==> src/rtl/stack_core_pkg.sv <==
// Shared definitions for the stack_core processor: opcode and FSM state
// enumerations, error-code constants and an opcode classification helper.
package stack_core_pkg;

  typedef enum logic [7:0] {
    OP_HALT = 8'h00,
    OP_IMM  = 8'h01,
    OP_JMP  = 8'h06,
    OP_JZ   = 8'h07,
    OP_ADD  = 8'h0b,
    OP_SUB  = 8'h0c,
    OP_AND  = 8'h0d,
    OP_OR   = 8'h0e,
    OP_XOR  = 8'h0f,
    OP_DUP  = 8'h10,
    OP_DROP = 8'h11,
    OP_NOP  = 8'h18
  } opcode_t;

  typedef enum logic [3:0] {
    ST_FETCH   = 4'd0,
    ST_DECODE  = 4'd1,
    ST_OP_WAIT = 4'd2,
    ST_OPERAND = 4'd3,
    ST_RD_WAIT = 4'd4,
    ST_EXEC    = 4'd5,
    ST_HALTED  = 4'd6,
    ST_ERROR   = 4'd7
  } state_t;

  localparam logic [1:0] ERR_NONE      = 2'd0;
  localparam logic [1:0] ERR_OVERFLOW  = 2'd1;
  localparam logic [1:0] ERR_UNDERFLOW = 2'd2;
  localparam logic [1:0] ERR_ILLEGAL   = 2'd3;

  function automatic logic is_binop(input logic [7:0] op);
    return (op inside {OP_ADD, OP_SUB, OP_AND, OP_OR, OP_XOR});
  endfunction

endpackage

==> src/rtl/stack_alu.sv <==
// Combinational ALU for the two-operand stack instructions.
// Ports: op     - opcode byte (ADD/SUB/AND/OR/XOR)
//        a      - next-on-stack operand
//        b      - top-of-stack operand
//        result - a OP b, modulo 2^DATA_W (SUB is a - b)
module stack_alu
  import stack_core_pkg::*;
#(
  parameter int DATA_W = 16
) (
  input  logic [7:0]        op,
  input  logic [DATA_W-1:0] a,
  input  logic [DATA_W-1:0] b,
  output logic [DATA_W-1:0] result
);

  always_comb begin
    result = '0;
    case (op)
      OP_ADD:  result = a + b;
      OP_SUB:  result = a - b;
      OP_AND:  result = a & b;
      OP_OR:   result = a | b;
      OP_XOR:  result = a ^ b;
      default: result = '0;
    endcase
  end

endmodule

==> src/rtl/stack_core.sv <==
// Multi-cycle stack processor. TOS is held in a register; deeper entries live
// in an external synchronous RAM at STACK_BASE+i. Instructions come from a
// synchronous ROM addressed directly by pc.
// Ports: clock, reset_n (async active-low), run (stall in FETCH when low)
//        address_rom/q_rom                     - instruction ROM
//        address_ram/q_ram/data_ram/wren_ram   - stack RAM
//        pc, state, depth, tos, halted, error, err_code - status
module stack_core
  import stack_core_pkg::*;
#(
  parameter int DATA_W      = 16,
  parameter int ADDR_W      = 16,
  parameter int STACK_DEPTH = 256,
  parameter int STACK_BASE  = 0
) (
  input  logic                               clock,
  input  logic                               reset_n,
  input  logic                               run,
  output logic [ADDR_W-1:0]                  address_rom,
  input  logic [DATA_W-1:0]                  q_rom,
  output logic [ADDR_W-1:0]                  address_ram,
  input  logic [DATA_W-1:0]                  q_ram,
  output logic [DATA_W-1:0]                  data_ram,
  output logic                               wren_ram,
  output logic [ADDR_W-1:0]                  pc,
  output logic [3:0]                         state,
  output logic [$clog2(STACK_DEPTH+1)-1:0]   depth,
  output logic [DATA_W-1:0]                  tos,
  output logic                               halted,
  output logic                               error,
  output logic [1:0]                         err_code
);

  localparam int DEPTH_W = $clog2(STACK_DEPTH + 1);
  localparam logic [DEPTH_W-1:0] FULL = DEPTH_W'(STACK_DEPTH);
  localparam logic [ADDR_W-1:0]  BASE = ADDR_W'(STACK_BASE);

  state_t              r_state,    w_state_nxt;
  logic [ADDR_W-1:0]   r_pc,       w_pc_nxt;
  logic [DEPTH_W-1:0]  r_depth,    w_depth_nxt;
  logic [DATA_W-1:0]   r_tos,      w_tos_nxt;
  logic [7:0]          r_op,       w_op_nxt;
  logic [ADDR_W-1:0]   r_addr_ram, w_addr_nxt;
  logic [DATA_W-1:0]   r_data_ram, w_data_nxt;
  logic                r_wren,     w_wren_nxt;
  logic [1:0]          r_err_code, w_err_nxt;

  logic [ADDR_W-1:0]   w_top_addr;  // slot the current TOS spills to on a push
  logic [ADDR_W-1:0]   w_nos_addr;  // slot holding the entry just below TOS
  logic [DATA_W-1:0]   w_alu;

  assign w_top_addr = BASE + ADDR_W'(r_depth) - ADDR_W'(1);
  assign w_nos_addr = BASE + ADDR_W'(r_depth) - ADDR_W'(2);

  stack_alu #(.DATA_W(DATA_W)) u_alu (
    .op     (r_op),
    .a      (q_ram),
    .b      (r_tos),
    .result (w_alu)
  );

  always_ff @(posedge clock or negedge reset_n) begin
    if (!reset_n) begin
      r_state    <= ST_FETCH;
      r_pc       <= '0;
      r_depth    <= '0;
      r_tos      <= '0;
      r_op       <= '0;
      r_addr_ram <= '0;
      r_data_ram <= '0;
      r_wren     <= 1'b0;
      r_err_code <= ERR_NONE;
    end else begin
      r_state    <= w_state_nxt;
      r_pc       <= w_pc_nxt;
      r_depth    <= w_depth_nxt;
      r_tos      <= w_tos_nxt;
      r_op       <= w_op_nxt;
      r_addr_ram <= w_addr_nxt;
      r_data_ram <= w_data_nxt;
      r_wren     <= w_wren_nxt;
      r_err_code <= w_err_nxt;
    end
  end

  // Push writes are registered: the spill of the old TOS is set up here and
  // lands in RAM on the following edge, so wren_ram is a one-cycle pulse.
  always_comb begin
    w_state_nxt = r_state;
    w_pc_nxt    = r_pc;
    w_depth_nxt = r_depth;
    w_tos_nxt   = r_tos;
    w_op_nxt    = r_op;
    w_addr_nxt  = r_addr_ram;
    w_data_nxt  = r_data_ram;
    w_wren_nxt  = 1'b0;
    w_err_nxt   = r_err_code;

    case (r_state)
      ST_FETCH: begin
        if (run) w_state_nxt = ST_DECODE;
      end

      ST_DECODE: begin
        w_op_nxt = q_rom[7:0];
        if (is_binop(q_rom[7:0])) begin
          if (r_depth < DEPTH_W'(2)) begin
            w_state_nxt = ST_ERROR;
            w_err_nxt   = ERR_UNDERFLOW;
          end else begin
            w_addr_nxt  = w_nos_addr;
            w_state_nxt = ST_RD_WAIT;
          end
        end else begin
          case (q_rom[7:0])
            OP_HALT: w_state_nxt = ST_HALTED;
            OP_NOP: begin
              w_pc_nxt    = r_pc + ADDR_W'(1);
              w_state_nxt = ST_FETCH;
            end
            OP_DUP: begin
              if (r_depth == '0) begin
                w_state_nxt = ST_ERROR;
                w_err_nxt   = ERR_UNDERFLOW;
              end else if (r_depth == FULL) begin
                w_state_nxt = ST_ERROR;
                w_err_nxt   = ERR_OVERFLOW;
              end else begin
                w_addr_nxt  = w_top_addr;
                w_data_nxt  = r_tos;
                w_wren_nxt  = 1'b1;
                w_depth_nxt = r_depth + DEPTH_W'(1);
                w_pc_nxt    = r_pc + ADDR_W'(1);
                w_state_nxt = ST_FETCH;
              end
            end
            OP_IMM, OP_JMP: begin
              w_pc_nxt    = r_pc + ADDR_W'(1);
              w_state_nxt = ST_OP_WAIT;
            end
            OP_JZ: begin
              if (r_depth == '0) begin
                w_state_nxt = ST_ERROR;
                w_err_nxt   = ERR_UNDERFLOW;
              end else begin
                // Refill read overlaps the operand fetch.
                w_addr_nxt  = w_nos_addr;
                w_pc_nxt    = r_pc + ADDR_W'(1);
                w_state_nxt = ST_OP_WAIT;
              end
            end
            OP_DROP: begin
              if (r_depth == '0) begin
                w_state_nxt = ST_ERROR;
                w_err_nxt   = ERR_UNDERFLOW;
              end else begin
                w_addr_nxt  = w_nos_addr;
                w_state_nxt = ST_RD_WAIT;
              end
            end
            default: begin
              w_state_nxt = ST_ERROR;
              w_err_nxt   = ERR_ILLEGAL;
            end
          endcase
        end
      end

      ST_OP_WAIT: w_state_nxt = ST_OPERAND;

      ST_RD_WAIT: w_state_nxt = ST_EXEC;

      ST_OPERAND: begin
        w_state_nxt = ST_FETCH;
        case (r_op)
          OP_IMM: begin
            if (r_depth == FULL) begin
              w_state_nxt = ST_ERROR;
              w_err_nxt   = ERR_OVERFLOW;
            end else begin
              if (r_depth != '0) begin
                w_addr_nxt = w_top_addr;
                w_data_nxt = r_tos;
                w_wren_nxt = 1'b1;
              end
              w_tos_nxt   = q_rom;
              w_depth_nxt = r_depth + DEPTH_W'(1);
              w_pc_nxt    = r_pc + ADDR_W'(1);
            end
          end
          OP_JMP: w_pc_nxt = ADDR_W'(q_rom);
          OP_JZ: begin
            w_pc_nxt    = (r_tos == '0) ? ADDR_W'(q_rom) : (r_pc + ADDR_W'(1));
            w_tos_nxt   = q_ram;
            w_depth_nxt = r_depth - DEPTH_W'(1);
          end
          default: w_state_nxt = ST_FETCH;
        endcase
      end

      ST_EXEC: begin
        w_tos_nxt   = (r_op == OP_DROP) ? q_ram : w_alu;
        w_depth_nxt = r_depth - DEPTH_W'(1);
        w_pc_nxt    = r_pc + ADDR_W'(1);
        w_state_nxt = ST_FETCH;
      end

      ST_HALTED, ST_ERROR: w_state_nxt = r_state;

      default: w_state_nxt = ST_FETCH;
    endcase
  end

  assign address_rom = r_pc;
  assign pc          = r_pc;
  assign address_ram = r_addr_ram;
  assign data_ram    = r_data_ram;
  assign wren_ram    = r_wren;
  assign state       = r_state;
  assign depth       = r_depth;
  assign tos         = r_tos;
  assign halted      = (r_state == ST_HALTED);
  assign error       = (r_state == ST_ERROR);
  assign err_code    = r_err_code;

endmodule

==> config.mk <==
export PLATFORM = sky130hd
export DESIGN_NAME = stack_core
export DESIGN_NICKNAME = d
export VERILOG_FILES = /design/src/rtl/stack_core_pkg.sv /design/src/rtl/stack_alu.sv /design/src/rtl/stack_core.sv
export SDC_FILE = /design/constraint.sdc
export NUM_CORES = 1
export LEC_CHECK = 0
export BUFFER_PORTS_ARGS = -buffer_cell sky130_fd_sc_hd__buf_2
export CORE_MARGIN = 3
export CORE_UTILIZATION = 40
export DETAILED_ROUTE_END_ITERATION = 8
export PLACE_DENSITY_LB_ADDON = 0.2
export SETUP_SLACK_MARGIN = 0.05
export SLEW_MARGIN = 10
export SYNTH_ARGS = -nofsm -noshare
export SYNTH_HDL_FRONTEND = slang
export SYNTH_SLANG_ARGS = --single-unit
==> constraint.sdc <==
create_clock -name clock -period 9.5 [get_ports clock]
set_input_delay 0.475 -clock clock [delete_from_list [all_inputs] [get_ports clock]]
set_output_delay 0.475 -clock clock [all_outputs]
set_load 0.01 [all_outputs]
# ---- Word level (Yosys, flattened, before mapping)
# Index checks and enable logic that the tools add are counted.
dict set report word_totals {
  word_cells 155
  in_bits 35
  register_bits 88
  out_inout_bits 98
}
dict set report op_classes {
  magnitude_cmp 1
  add_sub_neg 7
  bitwise 4
  eq_ne 50
  n_mux 63
  n_reduce_logical 21
}
# cell count
set op_table {}
lappend op_table {{16-bit two-way mux} 22}
lappend op_table {{16-bit one-hot mux with 2 select lines} 5}
lappend op_table {{16-bit one-hot mux with 3 select lines} 3}
lappend op_table {{8-bit by 4-bit == test with 1-bit output, second input constant} 10}
lappend op_table {{16-bit one-hot mux with 5 select lines} 1}
lappend op_table {{9-bit two-way mux} 4}
lappend op_table {{8-bit by 3-bit == test with 1-bit output, second input constant} 4}
lappend op_table {{8-bit by 5-bit == test with 1-bit output, second input constant} 4}
lappend op_table {{9-bit one-hot mux with 3 select lines} 1}
lappend op_table {{4-bit one-hot mux with 6 select lines} 1}
lappend op_table {{3-bit != test, second input constant} 6}
lappend op_table {{3-bit one-hot mux with 6 select lines} 1}
lappend op_table {{9-bit one-hot mux with 2 select lines} 1}
lappend op_table {{16-bit by 1-bit adder with 16-bit output, second input constant} 1}
lappend op_table {{16-bit adder} 1}
lappend op_table {{16-bit bitwise AND} 1}
lappend op_table {{4-bit by 3-bit == test with 1-bit output, second input constant} 4}
lappend op_table {{8-bit by 1-bit == test with 1-bit output, second input constant} 2}
lappend op_table {{16-bit logical NOT} 1}
lappend op_table {{2-bit two-way mux} 8}
lappend op_table {{4-bit != test, second input constant} 4}
lappend op_table {{16-bit OR} 1}
lappend op_table {{16-bit subtractor} 1}
lappend op_table {{16-bit XOR} 1}
lappend op_table {{other kinds (36)} 58}

# ---- Longest topological paths before layout
# Gate-level depths: netlist (run 1).
dict set report depth {
  depth_word 6
  ltp_mapped 14
  depth_no_buf 14
}

# ---- By module
# Synthesis (run 1) repeated with hierarchy kept, for this count alone.
dict set report hier_totals {
  hier_cells 955
  area_unflattened_um2 7637.3
}
# mod seq_area_each_um2 cells_each area_each_um2 n_inst
set modules_own_cells {}
lappend modules_own_cells {stack_core 2026.9 670 5551.6 1}
lappend modules_own_cells {stack_alu 0.0 285 2085.8 1}

# ---- Least setup slack after synthesis (run 1)
# OpenSTA, ideal clock, no wires.
dict set report synth_timing {
  path_kind {register -> register}
  startpoint {register r_op[5]}
  endpoint {register r_tos[15], in the netlist tos[15]}
  path_buffers 1
  setup_ns 0.134
  path_slack_ns 5.687
  t_arrival_ns 3.679
  required_time_ns 9.366
  synth_period_minus_slack_ns 3.813
  path_stages_with_launch 13
  cell_sequence {dfrtp_1 > nor4_1 > nand3_1 > clkbuf_1 > a21oi_1 > ha_1 > nor2b_1 > o31a_1 > o211ai_1 > or4bb_1 > and3_1 > o21ai_0 > a31oi_1}
}
dict set report synth_via {
  elab_chain_len 4
  elab_cells_between_ends 15
  cone_classes {eq/ne: 10; mux: 4; reduce/logical: 1}
}
# element line_no
set synth_lines {}
lappend synth_lines {{start: declaration} stack_core.sv:42} ;# logic [7:0] r_op, w_op_nxt;
lappend synth_lines {{start signal: assignment} stack_core.sv:78} ;# r_op <= w_op_nxt;
lappend synth_lines {{8-bit by 4-bit == test with 1-bit output} stack_alu.sv:19} ;# case (op)
lappend synth_lines {{16-bit one-hot mux with 5 select lines} stack_alu.sv:19}
lappend synth_lines {{16-bit two-way mux} stack_core.sv:202} ;# w_tos_nxt = (r_op == OP_DROP) ? q_ram : w_alu;
lappend synth_lines {{16-bit one-hot mux with 2 select lines} stack_core.sv:99} ;# case (r_state)
lappend synth_lines {{end signal: assignment} stack_core.sv:77} ;# r_tos <= w_tos_nxt;
lappend synth_lines {{end: declaration} stack_core.sv:41} ;# logic [DATA_W-1:0] r_tos, w_tos_nxt;
# Parallel ways exist; a longest one is shown, timed or not.
# A chain may end at the register's enable or synchronous reset.

# ---- Final worst setup path (run 1)
dict set report layout_timing {
  startpoint {register r_op[0]}
  endpoint {register r_tos[15], in the netlist tos[15]}
}
# The elaborated chain is that of the path after synthesis.

==> impl_metrics.json, run 1 <==
{
  "synthCells": 1013,
  "synth_warnings": 0,
  "num_antenna_cells": 0,
  "cp-start-kind": "flip-flop",
  "cts_buffer_depth": 2,
  "cts_buffers": 9,
  "relSlewSlack": 0.333,
  "hold_viol": 0,
  "nets": 1164,
  "synth.avg_cell_area_sq_um": 7.78,
  "cts.htree.levels": 3,
  "fin_crit_sh": 0.457,
  "ioPinCount": 133,
  "worstPathCellList": "nor3b_1 -> nand3_1 -> a21oi_1 -> ha_1 -> nor2b_1 -> o31a_1 -> o211ai_1 -> or4bb_1 -> and3_1 -> o21ai_0 -> a31oi_1",
  "critical_path_class": "reg -> reg",
  "dp_hpwl_um": 19000,
  "slowest_stage": "dfrtp_1",
  "synth_top_area_cell": "dfrtp_1",
  "worstPathRequired_ns": 9.73,
  "grt_setup_unrepaired": "false",
  "grt_max_degree": 43,
  "gp_congestion": 0.984,
  "syn_nets": 1103,
  "final_area_sq_um": 8830,
  "critPathBufInv": 0,
  "max_stage_delay_ns": 0.69,
  "dr.pass1.iters": 5,
  "ir_drop_v": 0.0000810,
  "setup_tns_ns": 0,
  "top_layer": "met4",
  "synthFlopType": "dfrtp_1",
  "p_per_area_nw_per_um2": 95.7,
  "gr-total-overflow": 0,
  "cts_hold_buf": 0,
  "placed_area_sq_um": 8510,
  "skew_ns": 0.00831,
  "arrival_ns": 4.57,
  "status": "complete, no violations",
  "reg2reg_to": "tos[15]$_DFFE_PN0P_",
  "cap_violations": 0,
  "area_delta_synth_final_pct": 12.1,
  "fin_hold_ws_ns": 0.120,
  "setup_violations": 0,
  "r2r-start": "r_op[0]$_DFFE_PN0P_",
  "root_buffer": "clkbuf_16",
  "die-area_sq_um": 21400,
  "initial_core_util": 0.414,
  "route.detailed.drc": 0,
  "portBuffers": 131,
  "synth.distinct_cells": 73,
  "dieWidth_um": 146,
  "slew_viol_final": 0,
  "clk-insertion-delay-late_ns": 0.36,
  "wl_met3_um": 1670,
  "tightest_slew_ns": 0.991,
  "rr_worst_depth": 11,
  "grt.total_usage": 0.247,
  "synth_area_leaders": "dfrtp_1, ha_1, o21ai_0, nand2_1, a21oi_1",
  "fmax_ghz": 0.230,
  "finalCriticalPeriod_ns": 4.34,
  "post-synth-top-count-cell": "o21ai_0",
  "grt_first_pass_wirelength_um": 43300,
  "drt-vias-per-instance": 6.02,
  "wl_per_cell_um": 19.9,
  "drive_gt1_frac": 0.179,
  "ys_seq_area_frac": 0.257,
  "cts_tree": "built",
  "antenna_found_initial": 0,
  "met2_length_um": 12400,
  "synth-seq-cells": 81,
  "post_cts_resized": 0,
  "crit_family": "simple AND/OR/NAND/NOR gates",
  "coreArea_sq_um": 19000,
  "detail_route.wirelength_um": 26700,
  "synthArstFlopShare": 1.00,
  "setup.worst_path.end_class": "flip-flop",
  "die_h_um": 146,
  "grt_pass1_vias": 7906,
  "p_total_uw": 846,
  "drt_iter0_drc": 800,
  "fill_cells": 1984,
  "clk_pin_slew_ns": 0.07,
  "m1WireLength_um": 12000,
  "syn_area_sq_um": 7880,
  "rrSetupSlack_ns": 5.16,
  "hold_path.class": "in -> async",
  "critPathMaxFanout": 28,
  "cts.sinks": 81,
  "drtAntennaViolNets": 0,
  "num_rows": 50,
  "synth-edff-count": 0,
  "cts_setup_buffers": 0,
  "vias": 8060,
  "p_leak_nw": 4.05,
  "synth_top_area_share": 0.257,
  "yosys-top-cells-count": "o21ai_0, nand2_1, dfrtp_1"
}
## cells in the final DEF (no fill, tap or decap), drive strengths merged, types with 31 or more instances in the layout
master	n
nor2	68
dfrtp	81
nand3	31
nand2	99
o21ai	111
ha	54
buf	140
xnor2	33
inv	46
a21oi	67
## per-stage QoR
step / utilization / std cells / setup slack (ns)
global placement: 0.447 / 1323 / 5.37
finish: 0.465 / 1339 / 5.16
CTS: 0.464 / 1339 / 5.22
detailed placement: 0.447 / 1323 / 5.24
floorplan: - / 1013 / 5.69
global route: 0.465 / 1339 / 4.72
## state kept, by name (all words and copies together), names as in the netlist
signal and flops:
depth 9, err_code 2, wren_ram 1, address_ram 10
r_op 8, tos 16, data_ram 16, address_rom 16
state 3
## cells by family (layout without fill, tap and decap cells)
logic type / count (synthesis) / after routing / share of synthesized area
AOI/OAI and AO/OA: 338 / 338 / 0.275
xor gates and xnor gates: 56 / 56 / 0.0622
adders and majority gates: 55 / 55 / 0.0883
buffers and inverters: 134 / 200 / 0.0759
DFF: 81 / 81 / 0.257
muxes: 27 / 27 / 0.0381
other: 1 / 1 / 0.000476
and+or+nand+nor: 321 / 321 / 0.203
## power by group
group / leakage [nW] / total, mW / internal [mW] / switching [mW]
logic: 2.86 / 0.0933 / 0.0342 / 0.0591
clock network: 0.161 / 0.402 / 0.234 / 0.168
registers: 1.03 / 0.351 / 0.347 / 0.00400
total: 4.05 / 0.846 / 0.614 / 0.232
## worst register-to-register path: cells and delay by family (launching register included)
kind	cells	cell delay (ns)
simple gates	5	1.89
fa+ha+maj	1	0.29
compound gates	5	1.33
flops	1	0.69
## how the worst max path moves through the flow
stage,startpoint,to,cells past startpoint
after floorplan,r_op[5]$_DFFE_PN0P_,tos[15]$_DFFE_PN0P_,12
after global placement,r_op[0]$_DFFE_PN0P_,tos[15]$_DFFE_PN0P_,11
after detailed placement,r_op[0]$_DFFE_PN0P_,tos[10]$_DFFE_PN0P_,12
after CTS,r_op[0]$_DFFE_PN0P_,tos[10]$_DFFE_PN0P_,12
after global routing,r_op[0]$_DFFE_PN0P_,tos[10]$_DFFE_PN0P_,12
final,r_op[0]$_DFFE_PN0P_,tos[15]$_DFFE_PN0P_,11
## final cells by class
type | count | area, sq um | share of cell area
Timing Repair Buffer | 140 | 726 | 0.0821
Clock buffer | 9 | 225 | 0.0255
Clock inverter | 7 | 100 | 0.0113
Multi-Input combinational cell | 798 | 5270 | 0.596
Sequential cell | 81 | 2030 | 0.229
Tap cell | 260 | 325 | 0.0368
Inverter | 44 | 165 | 0.0187
## per-layer routing
layer	global-route usage	vias up
met5	0	-
met4	0.0828	0
met3	0.0376	45
met2	0.394	310
met1	0.344	3874
li1	-	3831
Power figures use the tool's default switching activity.
==> inputs of run 2 (changes only) <==
clock period = 4.4 ns   (was 9.5 ns; I/O delays follow)
==> run 2 against run 1 <==
Effect of this change:
- via count rose by 1.0%
- first-iteration DRC count increased by 13%
- largest cell class unchanged
- cell count grew 1.0%
==> impl_metrics.json, run 2 (synthesized netlist as in run 1, its figures left out) <==
{
  "crit_family": "simple AND/OR/NAND/NOR gates",
  "ioPinCount": 133,
  "use_met3": 0.0407,
  "cap_violations": 0,
  "vias": 8142,
  "grt.busiest_layer": "met2",
  "p_int_mw": 1.30,
  "slowest_stage": "nor4_1",
  "antenna_found_initial": 0,
  "worstPathRequired_ns": 4.63,
  "ir_drop_v": 0.000188,
  "critPathMaxFanout": 9,
  "gr-total-overflow": 0,
  "sw_frac_of_total": 0.277,
  "post_cts_resized": 0,
  "drive_gt1_frac": 0.187,
  "max_stage_delay_ns": 0.78,
  "critPathBufInv": 0,
  "grt_setup_unrepaired": "false",
  "use_met1": 0.347,
  "root_buffer": "clkbuf_16",
  "area_delta_synth_final_pct": 13.3,
  "dr.pass1.iters": 6,
  "hold_viol": 0,
  "cts_buffer_depth": 2,
  "num_antenna_cells": 0,
  "fin_cells": 1353,
  "p_seq_frac": 0.421,
  "fill_cells": 1987,
  "drt-vias-per-instance": 6.02,
  "r2r-start": "tos[4]$_DFFE_PN0P_",
  "cp-start-kind": "flip-flop",
  "arrival_ns": 4.18,
  "hold_path.class": "in -> reg",
  "coreArea_sq_um": 19000,
  "switchingPower_uw": 497,
  "dp_hpwl_um": 19300,
  "portBuffers": 131,
  "p_total_mw": 1.79,
  "tightest_slew_ns": 0.934,
  "slew_viol_final": 0,
  "num_rows": 50,
  "use_met2": 0.400,
  "die-area_sq_um": 21400,
  "drt_iter0_drc": 900,
  "gp_congestion": 0.923,
  "skew_ns": 0.00881,
  "fin_crit_sh": 0.897,
  "status": "complete, no violations",
  "crit_start": "tos[4]$_DFFE_PN0P_",
  "fmax_ghz": 0.253,
  "dp.cells": 1336,
  "finalCriticalPeriod_ns": 3.95,
  "setup_tns_ns": 0,
  "dieWidth_um": 146,
  "worstPathCellList": "nor4_1 -> nand2_1 -> o31ai_1 -> xnor2_1 -> ha_1 -> and3_1 -> and3_1 -> o211ai_1 -> or4bb_1 -> and3_1 -> o21ai_0 -> a31oi_1",
  "crit_top_cell": "and3_1",
  "cts_hold_buf": 1,
  "cts_buffers": 9,
  "detail_route.wirelength_um": 26900,
  "cts_setup_buffers": 0,
  "grt_first_pass_wirelength_um": 43300,
  "nets": 1178,
  "drtAntennaViolNets": 0,
  "grt_pass1_vias": 7727,
  "combinationalPowerShare": 0.113,
  "cts.sinks": 81,
  "setup_violations": 0,
  "clk-insertion-delay-late_ns": 0.36,
  "setup.worst_path.end_class": "flip-flop",
  "relSlewSlack": 0.377,
  "final_cell_mix": "buf_2, o21ai_0, nand2_1",
  "clk_pin_slew_ns": 0.07,
  "hp-start": "q_rom[6]",
  "wl_per_cell_um": 19.9,
  "cts.htree.levels": 3,
  "layout_commonest_cell": "buf_2",
  "grt.total_usage": 0.248,
  "route.detailed.drc": 0,
  "grt_max_degree": 43,
  "p_per_area_nw_per_um2": 201,
  "clock_power_share": 0.466,
  "cts_tree": "built",
  "initial_core_util": 0.414,
  "p_leak_nw": 4.10,
  "critical_path_class": "reg -> reg",
  "die_h_um": 146
}
-- run 2: final timing paths --
| kind | cells past startpoint | to | slack (ns) |
|---|---|---|---|
| min in group asynchronous | 2 | data_ram[9]$_DFFE_PN0P_ | 0.41 |
| max in group asynchronous | 3 | tos[11]$_DFFE_PN0P_ | 2.97 |
| min reg2reg | 2 | address_ram[0]$_DFFE_PN0P_ | 0.48 |
| max reg2reg | 12 | tos[15]$_DFFE_PN0P_ | 0.45 |
| min | 2 | r_op[6]$_DFFE_PN0P_ | 0.23 |
| max | 12 | tos[15]$_DFFE_PN0P_ | 0.45 |
-- run 2: layer usage --
| metal | wire length (um) | up-vias |
|---|---|---|
| li1 | - | 3865 |
| met1 | 11900 | 3882 |
| met2 | 12600 | 353 |
| met3 | 1910 | 42 |
| met4 | 439 | 0 |
| met5 | 0 | - |
-- run 2: stage by stage --
| step | setup WS [ns] | hold slack (ns) | instance area, sq um | util |
|---|---|---|---|---|
| 6_report | 0.452 | 0.228 | 8930 | 0.469 |
| 5_1_grt | 0.114 | 0.235 | 8930 | 0.469 |
| 3_5_place_dp | 0.530 | 0.264 | 8600 | 0.452 |
| 4_1_cts | 0.503 | 0.220 | 8930 | 0.469 |
| 3_3_place_gp | 0.614 | 0.258 | 8600 | 0.452 |
| 2_1_floorplan | 0.587 | -0.0756 | 7880 | - |
-- run 2: worst register-to-register path, stage by stage (launching register included) --
cell and delay [ns]:
dfrtp_1 0.47, nor4_1 0.78, nand2_1 0.27, o31ai_1 0.31, xnor2_1 0.16, ha_1 0.32, and3_1 0.25, and3_1 0.20
o211ai_1 0.14, or4bb_1 0.53, and3_1 0.15, o21ai_0 0.15, a31oi_1 0.09
-- run 2: final cells by class --
cell class	count	area [sq um]	share of cell area
multi-input cells	798	5260	0.589
repair buffers	154	833	0.0933
flip-flops and latches	81	2030	0.227
well taps	260	325	0.0364
inverters	44	165	0.0185
clock inverters	5	62.6	0.00701
clock buffers	11	253	0.0283
-- run 2: power groups by stage --
| stage | sequential (mW) | combinational (mW) | clock (mW) |
|---|---|---|---|
| 2_1_floorplan | 0.768 | 0.119 | 0 |
| 3_3_place_gp | 0.770 | 0.200 | 0 |
| 3_5_place_dp | 0.771 | 0.199 | 0 |
| 4_1_cts | 0.756 | 0.201 | 0.854 |
| 5_1_grt | 0.757 | 0.227 | 0.883 |
| 6_report | 0.757 | 0.202 | 0.836 |
